--- config.mk ---
export PLATFORM = sky130hd
export DESIGN_NAME = pwm_capture_flat
export DESIGN_NICKNAME = d
export VERILOG_FILES = /design/src/rtl/pwm_pkg.sv /design/src/rtl/pwm_capture_if.sv /design/src/rtl/pwm_edge_sync.sv /design/src/rtl/pwm_capture.sv /design/src/flat_wrapper.sv
export SDC_FILE = /design/constraint.sdc
export NUM_CORES = 1
export LEC_CHECK = 0
export CORE_MARGIN = 2
export CORE_UTILIZATION = 67
export DETAILED_ROUTE_END_ITERATION = 10
export DONT_BUFFER_PORTS = 1
export PLACE_DENSITY = 0.91
export SKIP_CTS_REPAIR_TIMING = 1
export SYNTH_ARGS = -nofsm -noshare
export SYNTH_HDL_FRONTEND = slang
export SYNTH_SLANG_ARGS = --single-unit
--- constraint.sdc ---
create_clock -name clk -period 5.3 [get_ports clk]
set_clock_uncertainty 0.2 [all_clocks]
set_input_delay 1.59 -clock clk [delete_from_list [all_inputs] [get_ports clk]]
set_output_delay 1.59 -clock clk [all_outputs]
set_load 0.02 [all_outputs]
--- src/rtl/pwm_pkg.sv ---
// pwm_pkg: FSM state type and default widths shared by the PWM generator and capture blocks.
package pwm_pkg;
   localparam int CNT_W_DEF = 8;
   localparam int PRESC_W_DEF = 4;
   typedef enum logic [1:0] {IDLE, WAIT_RISE, MEAS_HIGH, MEAS_LOW} pwm_state_t;
endpackage

--- src/rtl/pwm_capture_if.sv ---
// pwm_capture_if: control inputs and measurement results of the PWM capture block.
interface pwm_capture_if import pwm_pkg::*; #(
   parameter int CNT_W = CNT_W_DEF,
   parameter int PRESC_W = PRESC_W_DEF
);
   logic en;
   logic pwm_in;
   logic [PRESC_W-1:0] presc;
   logic [CNT_W-1:0] high_out;
   logic [CNT_W-1:0] period_out;
   logic valid;
   logic timeout;
   logic busy;
   modport master (output en, pwm_in, presc, input high_out, period_out, valid, timeout, busy);
   modport slave (input en, pwm_in, presc, output high_out, period_out, valid, timeout, busy);
endinterface

--- src/rtl/pwm_edge_sync.sv ---
// pwm_edge_sync: input synchronizer with rise/fall detection.
// Build with PWM_CAPTURE_FILTER_EN to add a 3-sample majority glitch filter after the synchronizer.
module pwm_edge_sync #(
   parameter int SYNC_STAGES = 2
) (
   input logic clk,
   input logic rst_n,
   input logic din,
   output logic rise,
   output logic fall
);
   logic [SYNC_STAGES-1:0] sync;
   logic s, s_d;
   always_ff @(posedge clk or negedge rst_n)
      if (!rst_n) sync <= '0;
      else sync <= {sync[SYNC_STAGES-2:0], din};
`ifdef PWM_CAPTURE_FILTER_EN
   logic [1:0] flt;
   always_ff @(posedge clk or negedge rst_n)
      if (!rst_n) flt <= '0;
      else flt <= {flt[0], sync[SYNC_STAGES-1]};
   // majority of the current synced sample and the two before it: one clock of delay per edge
   assign s = (sync[SYNC_STAGES-1] & flt[0]) | (sync[SYNC_STAGES-1] & flt[1]) | (flt[0] & flt[1]);
`else
   assign s = sync[SYNC_STAGES-1];
`endif
   always_ff @(posedge clk or negedge rst_n)
      if (!rst_n) s_d <= 1'b0;
      else s_d <= s;
   assign rise = s & ~s_d;
   assign fall = ~s & s_d;
endmodule

--- src/rtl/pwm_capture.sv ---
// pwm_capture: measures high time and period of a PWM input in prescaled ticks.
// Optional glitch filter enabled by PWM_CAPTURE_FILTER_EN (see pwm_edge_sync).
module pwm_capture import pwm_pkg::*; #(
   parameter int CNT_W = CNT_W_DEF,
   parameter int PRESC_W = PRESC_W_DEF,
   parameter int SYNC_STAGES = 2
) (
   input logic clk,
   input logic rst_n,
   pwm_capture_if.slave bus
);
   pwm_state_t state, state_n;
   logic [PRESC_W-1:0] presc_cnt, presc_n, pc;
   logic [CNT_W-1:0] high_cnt, per_cnt, high_n, per_n;
   logic [CNT_W-1:0] high_q, period_q, high_q_n, period_q_n;
   logic valid_q, valid_n, timeout_q, timeout_n;
   logic rise, fall, tick, meas, sat;

   pwm_edge_sync #(.SYNC_STAGES(SYNC_STAGES)) u_sync (
      .clk(clk), .rst_n(rst_n), .din(bus.pwm_in), .rise(rise), .fall(fall)
   );

   assign meas = (state == MEAS_HIGH) || (state == MEAS_LOW);
   // the rise cycle is always prescaler count 0, so its tick belongs to the new period
   assign pc = rise ? '0 : presc_cnt;
   assign tick = (pc == bus.presc);
   assign sat = meas && (&per_cnt);

   always_comb begin
      state_n = state;
      high_n = high_cnt;
      per_n = per_cnt;
      high_q_n = high_q;
      period_q_n = period_q;
      valid_n = 1'b0;
      timeout_n = timeout_q;
      if (!bus.en) begin
         state_n = IDLE;
         high_n = '0;
         per_n = '0;
         timeout_n = 1'b0;
      end else if (sat) begin
         high_q_n = high_cnt;
         period_q_n = '1;
         valid_n = 1'b1;
         timeout_n = 1'b1;
         state_n = WAIT_RISE;
      end else begin
         case (state)
            IDLE: state_n = WAIT_RISE;
            WAIT_RISE: if (rise) begin
               state_n = MEAS_HIGH;
               high_n = CNT_W'(tick);
               per_n = CNT_W'(tick);
            end
            MEAS_HIGH: begin
               high_n = high_cnt + CNT_W'(tick & ~fall);
               per_n = per_cnt + CNT_W'(tick);
               state_n = fall ? MEAS_LOW : MEAS_HIGH;
            end
            MEAS_LOW: if (rise) begin
               high_q_n = high_cnt;
               period_q_n = per_cnt;
               valid_n = 1'b1;
               timeout_n = 1'b0;
               high_n = CNT_W'(tick);
               per_n = CNT_W'(tick);
               state_n = MEAS_HIGH;
            end else per_n = per_cnt + CNT_W'(tick);
         endcase
      end
      presc_n = (state_n == MEAS_HIGH || state_n == MEAS_LOW) ? (tick ? '0 : pc + 1'b1) : '0;
   end

   always_ff @(posedge clk or negedge rst_n)
      if (!rst_n) begin
         state <= IDLE;
         presc_cnt <= '0;
         high_cnt <= '0;
         per_cnt <= '0;
         high_q <= '0;
         period_q <= '0;
         valid_q <= 1'b0;
         timeout_q <= 1'b0;
      end else begin
         state <= state_n;
         presc_cnt <= presc_n;
         high_cnt <= high_n;
         per_cnt <= per_n;
         high_q <= high_q_n;
         period_q <= period_q_n;
         valid_q <= valid_n;
         timeout_q <= timeout_n;
      end

   assign bus.high_out = high_q;
   assign bus.period_out = period_q;
   assign bus.valid = valid_q;
   assign bus.timeout = timeout_q;
   assign bus.busy = meas;
endmodule

--- src/flat_wrapper.sv ---
// flat-port wrapper written by rule: the top's interface ports become plain ports
module pwm_capture_flat import pwm_pkg::*;
#(
   parameter int CNT_W = CNT_W_DEF,
   parameter int PRESC_W = PRESC_W_DEF,
   parameter int SYNC_STAGES = 2
)
  (clk, rst_n, bus_en, bus_pwm_in, bus_presc, bus_high_out, bus_period_out, bus_valid, bus_timeout, bus_busy);
  pwm_capture_if #(.CNT_W(CNT_W), .PRESC_W(PRESC_W)) bus_i ();
  input logic clk;
  input logic rst_n;
  input wire logic [$bits(bus_i.en)-1:0] bus_en;
  input wire logic [$bits(bus_i.pwm_in)-1:0] bus_pwm_in;
  input wire logic [$bits(bus_i.presc)-1:0] bus_presc;
  output wire logic [$bits(bus_i.high_out)-1:0] bus_high_out;
  output wire logic [$bits(bus_i.period_out)-1:0] bus_period_out;
  output wire logic [$bits(bus_i.valid)-1:0] bus_valid;
  output wire logic [$bits(bus_i.timeout)-1:0] bus_timeout;
  output wire logic [$bits(bus_i.busy)-1:0] bus_busy;
  assign bus_i.en = bus_en;
  assign bus_i.pwm_in = bus_pwm_in;
  assign bus_i.presc = bus_presc;
  assign bus_high_out = bus_i.high_out;
  assign bus_period_out = bus_i.period_out;
  assign bus_valid = bus_i.valid;
  assign bus_timeout = bus_i.timeout;
  assign bus_busy = bus_i.busy;
  pwm_capture #(.CNT_W(CNT_W), .PRESC_W(PRESC_W), .SYNC_STAGES(SYNC_STAGES)) u_core (.clk(clk), .rst_n(rst_n), .bus(bus_i));
endmodule
**Yosys cells after proc, flatten, opt, wreduce, memory -nomap -nowiden**

Index checks and enable logic that the tools add are counted.

- Bits in registers: 43
- Input bits: 8

- $add $sub $neg: 3
- Equal/unequal tests: 13
- Muxes and demuxes: 30
- Bitwise logic cells: 6
- Reductions and logical operators: 12

Operators with widths:

| cell | count |
|---|---|
| 2-to-1 mux 8 bit | 12 |
| one-hot mux 8 bit (3 select lines) | 1 |
| one-hot mux 8 bit (2 select lines) | 1 |
| 2-to-1 mux 4 bit | 3 |
| 2-to-1 mux 1 bit | 9 |
| inequality test 3 x 2 -> 1 bit, second input constant | 3 |
| AND reduction 3 bit | 3 |
| adder 8 x 1 -> 8 bit | 1 |
| adder 8 bit | 1 |
| bitwise AND 1 x 8 -> 8 bit | 1 |
| equality test 2 bit, second input constant | 4 |
| inverter 1 -> 8 bit | 1 |
| AND reduction 8 bit | 1 |
| 2-to-1 mux 2 bit | 3 |
| inequality test 3 x 1 -> 1 bit, second input constant | 2 |
| one-hot mux 2 bit (3 select lines) | 1 |
| adder 4 x 1 -> 4 bit, second input constant | 1 |
| equality test 4 bit | 1 |
| inequality test 4 x 1 -> 1 bit, second input constant | 1 |
| nonzero test 2 bit | 2 |
| bitwise AND 1 bit | 2 |
| equality test 2 x 1 -> 1 bit, second input constant | 1 |
| zero test 2 bit | 1 |
| logical OR 1 bit | 2 |
| other kinds (5) | 6 |

**Longest topological paths before layout**

Gate-level depths: netlist (run 1).

- Depth in word-level cells: 9
- Gate-level depth with buffers: 14

**Hierarchy**

Synthesis (run 1) repeated with hierarchy kept, for this count alone.

- Cells, all modules: 204
- Area, all modules: 2247.2 µm²

By module, submodules not included:

| module | times used | cells each | area each (µm²) | sequential area each (µm²) |
|---|---|---|---|---|
| pwm_capture | 1 | 199 | 2157.1 | 1001.0 |
| pwm_edge_sync | 1 | 5 | 90.1 | 75.1 |

**Least setup slack after synthesis (run 1)**

No wires, ideal clock.

- Kind: input to register
- Start point: input bus_presc[1]
- End point: register u_core.high_cnt[4]
- Library setup time: 143 ps
- Arrival time: 3333 ps
- Path slack: 1623 ps
- Stages on the path: 12
- Buffers on the path: 1
- Path through: nor4bb_1 -> a31oi_1 -> o32ai_1 -> and2_1 -> buf_2 -> a21boi_0 -> ha_1 -> ha_1 -> and3_1 -> nand3_1 -> xor2_1 -> nor2_1

- Longest elaborated chain between the ends: 6

Ends and longest elaborated chain:

| element | line | RTL |
|---|---|---|
| from (decl) | flat_wrapper.sv:14 | `input wire logic [$bits(bus_i.presc)-1:0] bus_presc;` |
| equality test 4 bit | pwm_capture.sv:26 | `assign tick = (pc == bus.presc);` |
| bitwise AND 1 x 8 -> 8 bit | pwm_capture.sv:57 | `high_n = high_cnt + CNT_W'(tick & ~fall);` |
| adder 8 bit | pwm_capture.sv:57 |  |
| one-hot mux 8 bit (2 select lines) | pwm_capture.sv:49 | `case (state)` |
| 2-to-1 mux 8 bit | pwm_capture.sv:42 | `end else if (sat) begin` |
| 2-to-1 mux 8 bit | pwm_capture.sv:37 | `if (!bus.en) begin` |
| to (signal assigned) | pwm_capture.sv:88 | `high_cnt <= high_n;` |
| to (decl) | pwm_capture.sv:14 | `logic [CNT_W-1:0] high_cnt, per_cnt, high_n, per_n;` |

No other way between the ends. The select of a mux whose other input is x is not followed.
A chain may end at the register's enable or synchronous reset.

**Worst setup path in the final report (run 1)**

- Start point: input bus_presc[1]
- End point: register u_core.high_cnt[6]

The elaborated chain is that of the path after synthesis.

==> impl_summary.md, run 1 <==
Run status
The run finished with clean final reports.

Setup path
The slack of the worst reg-to-reg path is 2.09 ns. The largest individual stage delay along the critical path comes from the cell sky130_fd_sc_hd__and2_1. The critical path is of the in2reg type. The endpoint required time on the critical path is 5.34 ns. The number of buffers and inverters on the critical path is 0. The kind of launch point of the worst setup path is a primary input. The type of destination of the critical path is a flop.

Grouping stages by cell kind, the critical path spends the most delay in simple AND/OR/NAND/NOR gates. Of all nets on the critical path, the largest fanout is 6. The largest single stage delay on the critical path is 0.30 ns. Walking the worst path, the cells encountered are nor4bb_1 -> a31oi_1 -> o32ai_1 -> and2_1 -> a21boi_0 -> ha_1 -> ha_1 -> nand2_1 -> nor2_1 -> nand3_1 -> xor2_1 -> nor2_1. Data on the critical path arrives at its endpoint at 3.75 ns.

Die
The floorplan step defined a die boundary enclosing 3800 sq um. The starting utilization of the core area is 0.717. The core area is 3100 sq um.

From bottom edge to top edge, the die measures 61.6 microns. The horizontal die dimension is 61.6 microns. Row generation in the floorplan step produced 20 rows. The count of pins on the block boundary is 27.

GRT
The total global routing track utilization is 0.271. The aggregate global routing overflow is 0. Entering global routing, the biggest net connects 44 pins. The first global-routing pass estimated 7330 microns of wire.

The number of global-route vias before repair is 1615. The number of antenna violations at the first check in global routing is 0.

Synthesis
By area the synthesized netlist is led by sky130_fd_sc_hd__dfrtp_1, sky130_fd_sc_hd__ha_1, sky130_fd_sc_hd__mux2_4. For this run, the leading register cell type out of synthesis is sky130_fd_sc_hd__dfrtp_1. The unique cell type count in the Yosys netlist is 49. The synthesized netlist net count is 222.

Of the post-synthesis cell area, the dominant cell type holds 0.484. In the post-synthesis netlist, the cell with the most instances is sky130_fd_sc_hd__dfrtp_1. sky130_fd_sc_hd__dfrtp_1 takes more of the synthesized area than any other cell. The instance count of the mapped netlist is 205. Yosys printed 0 warnings.

In this run, synthesis inferred 0 flip-flops with an integrated enable. Of the synthesized area, sequential elements account for 0.484. The share of flip-flops with an asynchronous set or reset after synthesis is 1.00. A synthesized cell averages 10.9 sq um. The synthesized design contains 43 register bits. The netlist area before placement is 2220 sq um. The commonest cells after synthesis are sky130_fd_sc_hd__dfrtp_1, sky130_fd_sc_hd__nor2_1, sky130_fd_sc_hd__nand2_1, sky130_fd_sc_hd__nand3_1.

CTS
The later pin in the worst-skew pair is clocked with a latency of 0.37 ns. Clock-pin slew was measured on the worst setup and hold paths at 0.13 ns. The cell at the root of the clock tree is sky130_fd_sc_hd__clkbuf_4.

The maximum buffer depth of the clock tree is 2. The TritonCTS clock tree is built. The clock tree synthesis step divided the H-tree into 2 levels. For this design, the sink count on the clock tree is 43. The total CTS buffers is 5.

Finish
The number of fillers in the final layout is 223. At the end of the flow, the number of nets in the layout was 223. The share of post-route cells with drive strength above 1 is 0.155.

The number of antenna diodes in the final layout is 0. The finished cells cover 2310 sq um. The area overhead of the layout relative to synthesis is 3.77%.

Power and ir drop
The net load switching power is 0.000151 W. The design draws 0.000605 W. The share of total power consumed by net switching is 0.250. The share of total power dissipated in the clock network is 0.348.

Internal power comes to 0.000454 W. The combinational power share is 0.073. The power per cell area is 262 nW/um^2. The worst IR drop on VDD is 0.141 mV. For this design the static power due to leakage is 1.03 nW.

The sequential group share of total power is 0.579.

Route
The iteration count of the initial detailed-routing pass is 4. The wire length reported by the detailed router is 4350 microns. The number of routed nets with antenna violations is 0. The overall via count from detail_route is 1636. In the final routed layout, each cell accounts on average for 17.3 microns.

Dividing the detail-routed via count by the number of cells gives 6.52. After detailed routing, the number of remaining DRC violations is 0. The initial detailed-routing violation count is 137.

Place
Detailed placement ended at an HPWL of 3110 microns. Routability-driven placement finished with a final weighted congestion of 0.931. The cell area reported after detailed placement is 2230 sq um. The number of buffers added on ports is 0.

STA
The max-slew violation count was 0. At the pin with the least slew margin, the transition time is 0.772 ns. Dividing the final minimum period by the clock period gives 0.699. The worst pin sits at a relative slew slack of 0.481. Static timing analysis puts the maximum clock frequency at 0.270 GHz. Setup repair after global routing left no endpoint under its margin.

The worst path needs 3.70 ns of the cycle, external delays included. The setup violation total in the final timing report is 0. The worst-case hold slack is 0.169 ns.

The setup TNS is 0 ns. The number of hold-slack violations in the final timing report is 0.

Min path
The worst hold path belongs to the class reg2reg.

Job
Max-cap violations in this run came to 0.
cells by family (layout without fill, tap and decap cells):
group / count (synthesis) / count (layout) / synth area share
adder cells (fa/ha/maj): 9 / 9 / 0.0506
AND/OR/NAND/NOR: 80 / 80 / 0.197
XOR/XNOR: 10 / 10 / 0.0394
flip-flops: 43 / 43 / 0.484
AO/OA/AOI/OAI: 37 / 37 / 0.118
multiplexers: 13 / 13 / 0.0759
buffers and inverters: 13 / 15 / 0.0354
registers in the layout, summed over array words and instances (netlist names):
register / cells
u_core.bus.high_out: 8
u_core.presc_cnt: 4
u_core.high_cnt: 8
u_core.state: 2
u_core.bus.valid: 1
u_core.u_sync.sync: 2
u_core.per_cnt: 8
u_core.bus.timeout: 1
u_core.u_sync.s_d: 1
u_core.bus.period_out: 8
layout make-up:
class	count	area (sq um)	area share
inverter	7	26.3	0.0114
clock buffer	5	37.5	0.0163
clock inverter	3	43.8	0.0190
multi-input combinational	149	1070	0.463
tap	44	55.1	0.0238
sequential	43	1080	0.466
power groups by stage:
stage | clock (W) | sequential (W) | combinational (W)
2_1_floorplan | 0 | 0.000354 | 0.0000384
3_3_place_gp | 0 | 0.000356 | 0.0000403
3_5_place_dp | 0 | 0.000357 | 0.0000434
4_1_cts | 0.000212 | 0.000350 | 0.0000439
5_1_grt | 0.000227 | 0.000352 | 0.0000494
6_report | 0.000210 | 0.000350 | 0.0000443
path summary, 6_finish.rpt:
path	start	end	cells after the start
setup / recovery	bus_presc[1]	u_core.high_cnt[6]$_DFFE_PN0P_	12
hold / removal	u_core.u_sync.sync[0]$_DFF_PN0_	u_core.u_sync.sync[1]$_DFF_PN0_	0
setup reg to reg	u_core.u_sync.sync[1]$_DFF_PN0_	u_core.high_cnt[6]$_DFFE_PN0P_	12
hold reg to reg	u_core.u_sync.sync[0]$_DFF_PN0_	u_core.u_sync.sync[1]$_DFF_PN0_	0
max in group asynchronous	rst_n	u_core.presc_cnt[3]$_DFF_PN0_	0
min in group asynchronous	rst_n	u_core.bus.high_out[5]$_DFFE_PN0P_	0
metrics by stage:
step	utilization	setup slack, ns	instances
4_1_cts	0.744	1.64	251
5_1_grt	0.744	1.37	251
6_report	0.744	1.60	251
2_1_floorplan	-	1.62	205
3_3_place_gp	0.718	1.52	243
3_5_place_dp	0.718	1.27	243
cell usage in the layout (no fill, tap or decap), drive strengths merged:
cell type and instances:
nand2b 3, or2 3, bufinv 1, o22a 3
nand3 13, a311oi 1, o41ai 1, nor2b 3
nand2 13, o211ai 2, or2b 1, and4 1
o22ai 1, xor2 7, mux2 13, inv 7
nor3b 3, clkbuf 5, nor4 1, a21boi 1
or3 2, o21ai 11, a22oi 1, or4 1
nand4 4, and2 4, nor4bb 2, clkinv 2
and3 3, o31ai 5, o32ai 3, xnor2 3
a21oi 4, nor3 6, ha 9, nor2 16
a31oi 4, dfrtp 43, or3b 1
routing by layer:
metal | up-vias | track usage | wire (microns)
li1 | 749 | - | -
met1 | 803 | 0.335 | 1780
met2 | 74 | 0.438 | 2150
met3 | 10 | 0.0861 | 326
met4 | 0 | 0.119 | 87
met5 | - | 0 | 0
No activity file was read; power rests on OpenSTA's default activity.
==> run 2, diff against run 1 <==
--- a/config.mk
+++ b/config.mk
@@ -6,10 +6,10 @@
 export NUM_CORES = 1
 export LEC_CHECK = 0
 export CORE_MARGIN = 2
-export CORE_UTILIZATION = 67
+export CORE_UTILIZATION = 56
 export DETAILED_ROUTE_END_ITERATION = 10
 export DONT_BUFFER_PORTS = 1
-export PLACE_DENSITY = 0.91
+export PLACE_DENSITY = 0.82
 export SKIP_CTS_REPAIR_TIMING = 1
 export SYNTH_ARGS = -nofsm -noshare
 export SYNTH_HDL_FRONTEND = slang
==> constraint.sdc (replaced) <==
create_clock -name clk -period 3.3 [get_ports clk]
set_clock_uncertainty 0.2 [all_clocks]
set_input_delay 0.99 -clock clk [delete_from_list [all_inputs] [get_ports clk]]
set_output_delay 0.99 -clock clk [all_outputs]
set_load 0.02 [all_outputs]
==> impl_summary.md, run 2 (same netlist as run 1, synthesis figures left out) <==
Finish
The most common cell after layout, fill and taps aside is sky130_fd_sc_hd__dfrtp_1 (unchanged). Highest-count cells in the layout ignoring fill and taps: sky130_fd_sc_hd__dfrtp_1, sky130_fd_sc_hd__nor2_1, sky130_fd_sc_hd__nand3_1, sky130_fd_sc_hd__nand2_1 (unchanged). The count of antenna diodes in the layout was 0 (unchanged).

The share of post-route cells with drive strength above 1 is 0.163 (was 0.155). The net total in the final layout is 225 (was 223). The area overhead of the layout relative to synthesis is 7.14% (was 3.77%). The number of fillers in the final layout is 295 (was 223).

STA
The normalized max-slew margin was 0.479 (was 0.481). RSZ-0062 raised after global routing: no (unchanged). The maximum clock frequency is 0.335 GHz. The number of hold-slack violations in the final timing report came to 0 (unchanged).

Of the available clock period, the critical path in the final layout requires 0.905. The measured slew at the worst slew-check pin is 0.775 ns (was 0.772 ns). The setup violation total in the final timing report is 0 (unchanged).

The setup TNS is 0 ns (unchanged). Subtracting the final worst setup slack from the clock period gives 2.98 ns. The final worst-path setup slack came to 0.315 ns (was 1.60 ns). The max-slew violation count was 0 (unchanged).

Die
The horizontal die dimension is 67.0 microns (was 61.6 microns). The area of the die was 4490 sq um (was 3800 sq um). The count of pins on the block boundary is 27 (unchanged). The starting utilization of the core area is 0.594 (was 0.717).

The die extent in y came to 67.0 microns (was 61.6 microns). The row count is 22 (was 20). The core area is 3740 sq um (was 3100 sq um).

Route
The routed wire length per instance is 16.2 microns (was 17.3 microns). The detailed-route vias per instance is 6.07 (was 6.52). The initial detailed-routing violation count is 130 (was 137). The iteration count of the initial detailed-routing pass is 4 (unchanged).

The number of routed nets with antenna violations was 0 (unchanged). The overall via count from detail_route was 1561 (was 1636). The wire length reported by the detailed router was 4160 microns (was 4350 microns). The number of remaining DRC errors was 0 (unchanged).

GRT
The wire length of the first global-routing pass is 6860 microns (was 7330 microns). The number of antenna violations at the first check in global routing is 0 (unchanged). The total global routing track utilization is 0.204 (was 0.271). The maximum number of pins on one net before global-route repair is 44 (unchanged). The number of global-route vias before repair is 1489 (was 1615). The aggregate global routing overflow came to 0 (unchanged).

CTS
The total CTS buffers is 5 (unchanged). The H-tree level count is 2 (unchanged). The cell at the root of the clock tree is sky130_fd_sc_hd__clkbuf_8 (was sky130_fd_sc_hd__clkbuf_4). The clock edge transition at the registers on the reported setup and hold paths came to 0.08 ns (was 0.13 ns).

The later-pin clock latency in the skew report came to 0.30 ns (was 0.37 ns). The count of clock tree sinks was 43 (unchanged). The maximum buffer depth of the clock tree is 2 (unchanged). The TritonCTS clock tree is built (unchanged).

Power and ir drop
The worst IR drop on VDD is 0.243 mV (was 0.141 mV). The leakage power figure is 1.06 nW (was 1.03 nW). The power per cell area was 469 nW/um^2 (was 262 nW/um^2).

Setup path
The maximum fanout along the worst path is 4 (was 6). The category of the most critical setup path is in2reg (unchanged). The endpoint required time on the critical path is 3.26 ns (was 5.34 ns). The worst path arrival time is 2.94 ns (was 3.75 ns).

The type of destination of the critical path is a flop (unchanged). The kind of launch point of the worst setup path is a primary input (unchanged).

Place
The final RePlAce weighted congestion was 0.860 (was 0.931). The estimated wirelength of the detail-placed design is 2890 microns (was 3110 microns). The post-place setup slack came to 0.0203 ns (was 1.27 ns).

The number of buffers added on ports was 0 (unchanged).

Run status
Status: completed (unchanged).

Job
The max capacitance violation total is 0 (unchanged).

Min path
The class of the tightest hold or removal check is reg2reg (unchanged).
==> run 2: final cells by class <==
cell class / instances / area, sq um / share of cell area
timing repair buffer: 2 / 15.0 / 0.00630
clock buffer: 5 / 68.8 / 0.0289
multi-input combinational: 149 / 1070 / 0.449
clock inverter: 3 / 67.6 / 0.0283
sequential: 43 / 1080 / 0.451
tap: 48 / 60.1 / 0.0252
inverter: 7 / 26.3 / 0.0110
==> run 2: final timing paths <==
check	startpoint	endpoint	slack [ns]	cells past startpoint
min reg2reg	u_core.u_sync.sync[0]$_DFF_PN0_	u_core.u_sync.sync[1]$_DFF_PN0_	0.16	0
max	bus_presc[1]	u_core.high_cnt[6]$_DFFE_PN0P_	0.32	12
min in group asynchronous	rst_n	u_core.high_cnt[1]$_DFFE_PN0P_	0.18	0
max reg2reg	u_core.u_sync.sync[1]$_DFF_PN0_	u_core.high_cnt[6]$_DFFE_PN0P_	0.42	13
min	u_core.u_sync.sync[0]$_DFF_PN0_	u_core.u_sync.sync[1]$_DFF_PN0_	0.16	0
max in group asynchronous	rst_n	u_core.bus.period_out[3]$_DFFE_PN0P_	2.64	0
==> run 2: power breakdown <==
group	total [W]	internal (W)	switching (W)
combinational	0.0000723	0.0000305	0.0000417
sequential	0.000563	0.000540	0.0000225
clock	0.000482	0.000302	0.000181
total	0.00112	0.000872	0.000245
==> run 2: per-layer routing <==
metal	routed length [microns]	share of wire	global-route usage
met1	1870	0.45	0.262
met3	235	0.056	0.0625
met2	2000	0.48	0.324
met5	0	0	0
met4	62	0.015	0.0663
==> run 2: worst max-delay path: stages <==
cell,delay (ns)
sky130_fd_sc_hd__nor4bb_1,0.25
sky130_fd_sc_hd__a31oi_1,0.06
sky130_fd_sc_hd__o32ai_1,0.23
sky130_fd_sc_hd__and2_1,0.23
sky130_fd_sc_hd__a21boi_0,0.22
sky130_fd_sc_hd__ha_1,0.24
sky130_fd_sc_hd__ha_1,0.20
sky130_fd_sc_hd__nand2_1,0.06
sky130_fd_sc_hd__nor2_1,0.10
sky130_fd_sc_hd__nand3_1,0.11
sky130_fd_sc_hd__xor2_1,0.18
sky130_fd_sc_hd__nor2_1,0.05
==> run 2: metrics by stage <==
| step | instance area (sq um) | hold slack, ns | power [W] | instances | utilization |
|---|---|---|---|---|---|
| after global placement | 2250 | 0.136 | 0.000642 | 249 | 0.600 |
| after floorplan | 2220 | 0.131 | 0.000631 | 205 | - |
| after detailed placement | 2250 | 0.146 | 0.000644 | 249 | 0.600 |
| final | 2380 | 0.158 | 0.00112 | 257 | 0.637 |
| after CTS | 2380 | 0.164 | 0.00113 | 257 | 0.637 |
| after global routing | 2380 | 0.162 | 0.00116 | 257 | 0.637 |
